## src/rtl/game_controller.sv

```systemverilog
// ============================================================================
// Module      : game_controller
// Description : Reaction-game sequencer: flash, count down, judge the player's
//               stop against a latched target and track a win streak.
// Revision    : 1.0 - initial release
// ============================================================================
`default_nettype none

module game_controller #(
    parameter int FLASH_TICKS  = 8,
    parameter int RESULT_TICKS = 16
) (
    input  logic       clk_4_i,
    input  logic       rst_i,
    input  logic       start_i,
    input  logic       stop_i,
    input  logic [4:0] random_i,
    input  logic [4:0] count_i,
    output logic       counter_en_o,
    output logic       counter_rst_no,
    output logic [4:0] target_o,
    output logic       blank_o,
    output logic       win_o,
    output logic       lose_o,
    output logic [3:0] score_o
);

    localparam int MAX_TICKS = (FLASH_TICKS > RESULT_TICKS) ? FLASH_TICKS : RESULT_TICKS;
    localparam int TW        = (MAX_TICKS > 2) ? $clog2(MAX_TICKS) : 1;
    localparam logic [TW-1:0] FLASH_LAST  = TW'(FLASH_TICKS - 1);
    localparam logic [TW-1:0] RESULT_LAST = TW'(RESULT_TICKS - 1);

    typedef enum logic [2:0] {
        IDLE         = 3'd0,
        STARTING     = 3'd1,
        DECREMENTING = 3'd2,
        CORRECT      = 3'd3,
        WRONG        = 3'd4
    } state_t;

    state_t          state;
    state_t          state_next;
    logic [TW-1:0]   timer;
    logic [4:0]      target;
    logic [3:0]      score;

    always_ff @(posedge clk_4_i) begin
        if (rst_i) begin
            state  <= IDLE;
            timer  <= '0;
            target <= '0;
            score  <= '0;
        end else begin
            state <= state_next;
            if (state_next != state)
                timer <= '0;
            else if (state == STARTING || state == CORRECT || state == WRONG)
                timer <= timer + 1'b1;

            if (state == IDLE && start_i)
                target <= random_i;

            // Streak updates only on entry to a result state.
            if (state == DECREMENTING && state_next == CORRECT && score != 4'hF)
                score <= score + 1'b1;
            else if (state == DECREMENTING && state_next == WRONG)
                score <= '0;
        end
    end

    always_comb begin
        state_next = state;
        case (state)
            IDLE:         if (start_i) state_next = STARTING;
            STARTING:     if (timer == FLASH_LAST) state_next = DECREMENTING;
            DECREMENTING: begin
                // A stop outranks the timeout so a zero target can still win.
                if (stop_i)
                    state_next = (count_i == target) ? CORRECT : WRONG;
                else if (count_i == 5'd0)
                    state_next = WRONG;
            end
            CORRECT, WRONG: if (timer == RESULT_LAST) state_next = IDLE;
            default:      state_next = IDLE;
        endcase
    end

    always_comb begin
        counter_en_o   = 1'b0;
        counter_rst_no = 1'b0;
        blank_o        = 1'b0;
        win_o          = 1'b0;
        lose_o         = 1'b0;
        if (!rst_i) begin
            case (state)
                STARTING:     blank_o = timer[0];
                DECREMENTING: begin
                    counter_rst_no = 1'b1;
                    counter_en_o   = !stop_i && (count_i != 5'd0);
                end
                CORRECT: begin
                    counter_rst_no = 1'b1;
                    win_o          = 1'b1;
                end
                WRONG: begin
                    counter_rst_no = 1'b1;
                    lose_o         = 1'b1;
                end
                default: ;
            endcase
        end
    end

    assign target_o = target;
    assign score_o  = score;

endmodule

`default_nettype wire

```

## config.mk

```make
export PLATFORM = sky130hd
export DESIGN_NAME = game_controller
export DESIGN_NICKNAME = d
export VERILOG_FILES = /design/src/rtl/game_controller.sv
export SDC_FILE = /design/constraint.sdc
export NUM_CORES = 1
export LEC_CHECK = 0
export CORE_AREA = 2 2 55 57
export CTS_BUF_LIST = sky130_fd_sc_hd__clkbuf_4
export DETAILED_ROUTE_END_ITERATION = 10
export DIE_AREA = 0 0 57 59
export PLACE_DENSITY = 0.64
export SLEW_MARGIN = 20
export SYNTH_ARGS = -nofsm -noshare
export SYNTH_HDL_FRONTEND = slang
export SYNTH_SLANG_ARGS = --single-unit
```

## constraint.sdc

```tcl
create_clock -name clk_4_i -period 1.8 [get_ports clk_4_i]
set_input_delay 0.36 -clock clk_4_i [delete_from_list [all_inputs] [get_ports clk_4_i]]
set_output_delay 0.36 -clock clk_4_i [all_outputs]
set_load 0.02 [all_outputs]
```

==> out/qor.yml, run 1 <==
global_routing:
  track_usage: 0.194
  grt_pass1_wl_um: 5100
  grt_max_degree: 11
  grt_pass1_vias: 1206
  antenna_found_initial: 0
  gr-total-overflow: 0
sta:
  final.min_clock_period_ps: 1800
  tightest_slew_ps: 453
  layout_setup_ws_ps: -1.02
  finalCritPeriodShare: 1.00
  setup_viol: 1
  skew_ps: 7.80
  slew_viol_final: 0
  fmaxAchievable_mhz: 555
  max_slew_margin: 0.697
  finalHoldViolations: 0
  tns_ps: -1.02
  rsz0062_at_grt: "yes"
logic_synthesis:
  synthCells: 128
  synthesis.nets: 144
  ys_seq_area_frac: 0.305
  synth_area_um2: 1050
  ys_types: 42
  synth_seq_cells: 16
  synth_flop_cell: "dfxtp_1"
  synth-async-reset-ratio: 0
  syn_area_per_cell_um2: 8.21
  synth_edf_count: 0
  ys_warn_count: 0
clocking:
  clk_latency_ps: 300
  max-clock-path-buffers: 2
  path_clk_slew_ps: 100
  htree_levels: 1
  holdBufCountCts: 0
  cts.root.buffer_cell: "clkbuf_4"
  cts_sinks: 16
  numCtsBuffers: 3
  cts_tree: "built"
setup_path:
  crit_path_start_kind: "flip-flop"
  crit_required_ps: 1990
  critPathMaxFanout: 10
  cp-end-kind: "flip-flop"
  arrival_ps: 1990
  timing_worst_setup_path_type: "reg2reg"
run_status:
  violations: "setup timing"
  outcome: "finished with violations"
route:
  wl_per_cell_um: 14.3
  vias_per_cell: 5.45
  drtIter0Drc: 29
  drc: 0
  drt_pre_antenna_iters: 4
  wl_um: 3140
  ant_nets: 0
  num_vias: 1200
placement:
  hpwl_um: 2320
  dp_slack_ps: -734
  io_buffers: 27
  gp_congestion: 0.816
pwr:
  p_total_uw: 782
  ir_worst_vdd_mv: 0.382
  power_density_nw_per_um2: 470
  p_leak_nw: 0.672
floorplan:
  die_w_um: 57
  coreArea_um2: 2710
  die_y_um: 59
  ioPinCount: 28
  rows: 19
  die-area_um2: 3360
  initial_utilization: 0.388
layout:
  n_antenna_cell: 0
  area_growth_pct: 58.3
  nNetsFinal: 206
  drive_gt1_frac: 0.360
run:
  maxCapViolCount: 0
hold_path:
  hold_path.class: "reg2reg"
## cell usage after synthesis, types with 2 or more instances
cell type / n / area, um^2
ha_1: 2 / 25.0
nand2_1: 8 / 30.0
mux2i_1: 8 / 80.1
o31ai_1: 3 / 22.5
nand3_1: 6 / 30.0
or3b_2: 2 / 17.5
nor3_1: 2 / 10.0
nor2_1: 16 / 60.1
inv_1: 2 / 7.51
o2111ai_1: 2 / 17.5
xor2_1: 2 / 17.5
and3_1: 2 / 12.5
clkbuf_1: 5 / 18.8
o21ai_0: 6 / 30.0
xnor2_1: 6 / 52.6
nand2b_1: 2 / 12.5
dfxtp_1: 16 / 320
a22oi_1: 2 / 15.0
o211ai_1: 3 / 22.5
a21oi_1: 8 / 40.0
o311ai_1: 2 / 17.5
nor2b_1: 2 / 12.5
nor4_1: 2 / 12.5
## worst paths after layout
path               from         end  slack (ps)  cells past startpoint
min reg2reg  score_o[3]  score_o[3]         540                      2
min          score_o[3]  score_o[3]         540                      2
max reg2reg    state[1]    timer[0]          -1                      7
max            state[1]    timer[0]          -1                      7
## flip-flops by register name, indices dropped and copies added, names as in the netlist
name      cells
target_o      5
score_o       4
timer         4
state         3
## what timing repair did
item                                    in CTS  in global routing
setup buffers                                3                  2
gates resized for setup                     54                  9
pin swaps                                    9                  4
cloned                                       0                  0
endpoints found under the setup margin      14                 10
## through the flow
step | hold slack [ps] | cell area, um^2 | std cells | util
3_5_place_dp | 529 | 1560 | 211 | 0.577
3_3_place_gp | 515 | 1560 | 211 | 0.577
2_1_floorplan | 503 | 1050 | 128 | -
6_report | 543 | 1660 | 220 | 0.614
4_1_cts | 547 | 1630 | 218 | 0.600
5_1_grt | 562 | 1660 | 220 | 0.614
## metal layers
| layer | routed length (um) | global-route usage | vias to the layer above |
|---|---|---|---|
| met5 | 0 | 0 | - |
| met4 | 60 | 0.0698 | 0 |
| met3 | 92 | 0.0437 | 9 |
| met2 | 1680 | 0.363 | 25 |
| met1 | 1310 | 0.215 | 567 |
| li1 | - | - | 599 |
## cells by family (layout without fill, tap and decap cells)
| logic type | after synthesis | count (layout) | synth area share |
|---|---|---|---|
| simple gates | 52 | 52 | 0.271 |
| xor+xnor | 8 | 8 | 0.0667 |
| buf+inv | 9 | 70 | 0.0393 |
| compound gates | 33 | 33 | 0.218 |
| flops | 16 | 16 | 0.305 |
| mux | 8 | 8 | 0.0762 |
| fa+ha+maj | 2 | 2 | 0.0238 |
## worst max-delay path, stage by stage (launching register included)
cell     delay, ps
dfxtp_2        360
buf_4          170
or3b_2         490
a21oi_2        170
o31ai_1        100
a22oi_1        200
buf_4          160
nor2_1          40
## cell usage in the layout, fill, tap and decap left out, types with 2 or more instances in the layout
| cell | count |
|---|---|
| nand3_1 | 5 |
| nor2b_1 | 2 |
| and3_1 | 2 |
| ha_1 | 2 |
| dfxtp_2 | 2 |
| nand2b_1 | 2 |
| dfxtp_1 | 13 |
| o211ai_1 | 3 |
| nand2_1 | 8 |
| or4_4 | 2 |
| buf_4 | 37 |
| clkbuf_4 | 3 |
| a21oi_1 | 5 |
| a21oi_2 | 3 |
| buf_6 | 3 |
| xor2_1 | 2 |
| o2111ai_1 | 2 |
| buf_2 | 4 |
| o311ai_1 | 3 |
| xnor2_1 | 6 |
| mux2i_1 | 8 |
| nor2_1 | 15 |
| o21ai_0 | 5 |
| inv_1 | 2 |
| nor4_1 | 2 |
| clkdlybuf4s50_1 | 17 |
| nor3_1 | 2 |
| a22oi_1 | 2 |
| o31ai_1 | 3 |
## final cells by class
class | count | area (um^2)
well taps | 31 | 38.8
multi-input cells | 103 | 741
clock buffers | 3 | 22.5
inverters | 3 | 11.3
clock inverters | 1 | 3.75
fillers | 257 | 1050
flip-flops and latches | 16 | 327
repair buffers | 63 | 520
## where the power goes
group | switching, mW | leakage, nW | total [mW] | internal, mW
clock network | 0.123 | 0.0154 | 0.204 | 0.0808
logic | 0.0916 | 0.525 | 0.202 | 0.111
registers | 0.0113 | 0.132 | 0.376 | 0.365
No activity file was read; power rests on OpenSTA's default activity.
==> inputs of run 2 (changes only) <==
PLACE_DENSITY = 0.61   (was 0.64)
clock period = 2 ns   (was 1.8 ns; I/O delays follow)
==> run 2 against run 1 <==
Effect of this change:
- the flow now finishes without violations
- cell count decreased by 3.2%
- first-iteration DRC count is 34% higher
- combinational power decreased by 15%
- global-route usage fell by 1.6 points
- highest routed layer unchanged
==> out/qor.yml, run 2 (synthesis results as in run 1) <==
global_routing:
  grt_pass1_wl_um: 4770
  grt_max_degree: 11
  antenna_found_initial: 0
  track_usage: 0.178
  grt_pass1_vias: 1118
  gr-total-overflow: 0
clocking:
  cts_tree: "built"
  cts.root.buffer_cell: "clkbuf_4"
  holdBufCountCts: 0
  path_clk_slew_ps: 100
  clk_latency_ps: 290
  max-clock-path-buffers: 2
  htree_levels: 1
  numCtsBuffers: 3
  cts_sinks: 16
layout:
  area_growth_pct: 49.8
  layout_common_cells: "buf_4, clkdlybuf4s50_1, nor2_1, dfxtp_1"
  largest_reg_flops: 5
  layout_commonest_cell: "buf_4"
  drive_gt1_frac: 0.275
  n_antenna_cell: 0
  nNetsFinal: 199
  final_area_um2: 1570
setup_path:
  critPathMaxFanout: 3
  crit_path_start_kind: "input pin"
  crit_required_ps: 1600
  slowest_stage: "or4_4"
  r2r_cells: 6
  slowest_delay_ps: 550
  reg2reg_slack_ps: 170
  r2r-start: "state[2]"
  crit_chain: "dlygate4sd2_1, or4_4, o21ai_4, nor3b_1, buf_2"
  r2r-end: "score_o[0]"
  cp-end-kind: "output pin"
  timing_worst_setup_path_type: "in2out"
  arrival_ps: 1570
route:
  drtIter0Drc: 39
  wl_per_cell_um: 13.5
  drc: 0
  num_vias: 1140
  vias_per_cell: 5.35
  wl_um: 2870
  drt_pre_antenna_iters: 4
  ant_nets: 0
floorplan:
  die_y_um: 59
  die_w_um: 57
  die-area_um2: 3360
  rows: 19
  ioPinCount: 28
  coreArea_um2: 2710
  initial_utilization: 0.388
sta:
  finalCritPeriodShare: 0.984
  skew_ps: 2.63
  tightest_slew_ps: 337
  fin_hold_ws_ps: 539
  slew_viol_final: 0
  finalHoldViolations: 0
  rsz0062_at_grt: "yes"
  final.min_clock_period_ps: 1970
  tns_ps: 0
  max_slew_margin: 0.776
  fmaxAchievable_mhz: 508
  setup_viol: 0
placement:
  hpwl_um: 2280
  io_buffers: 27
  gp_congestion: 0.789
  placedInstanceArea_um2: 1530
run_status:
  outcome: "completed"
hold_path:
  hp-start: "timer[1]"
  hold_path.class: "reg2reg"
  hold_depth: 2
  min_to: "timer[1]"
pwr:
  power_density_nw_per_um2: 442
  ir_worst_vdd_mv: 0.392
  p_leak_nw: 0.634
run:
  maxCapViolCount: 0
==> run 2: cell count changes in the layout (fill, tap and decap cells not counted), moves of 2 or more <==
cell           change
dlygate4sd2_1      +3
buf_4              -9
clkbuf_2           +3
buf_2              -2
a21oi_2            -3
a21oi_1            +3
buf_6              -2
==> run 2: how the worst max path moves through the flow <==
stage               startpoint  depth (start not counted)           end  slack, ps
floorplan             timer[0]                          6    score_o[0]        260
global placement    count_i[0]                          5  counter_en_o       -580
detailed placement  count_i[0]                          5  counter_en_o       -590
CTS                 count_i[2]                          5  counter_en_o        -60
global route        count_i[2]                          8    score_o[3]          1
finish              count_i[2]                          5  counter_en_o         30
==> run 2: where the power goes <==
group	leakage [nW]	internal, mW	switching, mW	total (mW)
clock network	0.0154	0.0727	0.112	0.185
registers	0.131	0.328	0.00983	0.338
logic	0.488	0.0962	0.0762	0.172
==> run 2: worst max-delay path, delay by kind of cell <==
kind                   cells  cell delay [ps]
and+or+nand+nor            2              620
buffers and inverters      2              400
AOI/OAI and AO/OA          1              150
==> run 2: metrics by stage <==
stage	worst slack [ps]	std cells	total power, mW	util
3_5_place_dp	-586	206	0.517	0.563
3_3_place_gp	-579	206	0.514	0.563
4_1_cts	-65.0	211	0.701	0.577
2_1_floorplan	265	128	0.426	-
5_1_grt	0.966	213	0.732	0.581
6_report	32.9	213	0.696	0.581
==> run 2: area by class of cell <==
| type | count | area, um^2 |
|---|---|---|
| Inverter | 3 | 11.3 |
| Sequential cell | 16 | 323 |
| Clock inverter | 1 | 3.75 |
| Multi-Input combinational cell | 103 | 711 |
| Tap cell | 31 | 38.8 |
| Timing Repair Buffer | 56 | 464 |
| Clock buffer | 3 | 22.5 |
| Fill cell | 264 | 1140 |
==> run 2: timing repair <==
item,in CTS,in global routing
resized for setup,19,15
buffers inserted,1,2
pin swaps,7,5
endpoints found under the setup margin,12,7
endpoints found under the hold margin,0,0
==> run 2: routing by layer <==
metal | track usage | routed length, um | up-vias
li1 | - | - | 583
met1 | 0.215 | 1270 | 532
met2 | 0.323 | 1500 | 21
met3 | 0.0393 | 80 | 4
met4 | 0.0399 | 23 | 0
met5 | 0 | 0 | -
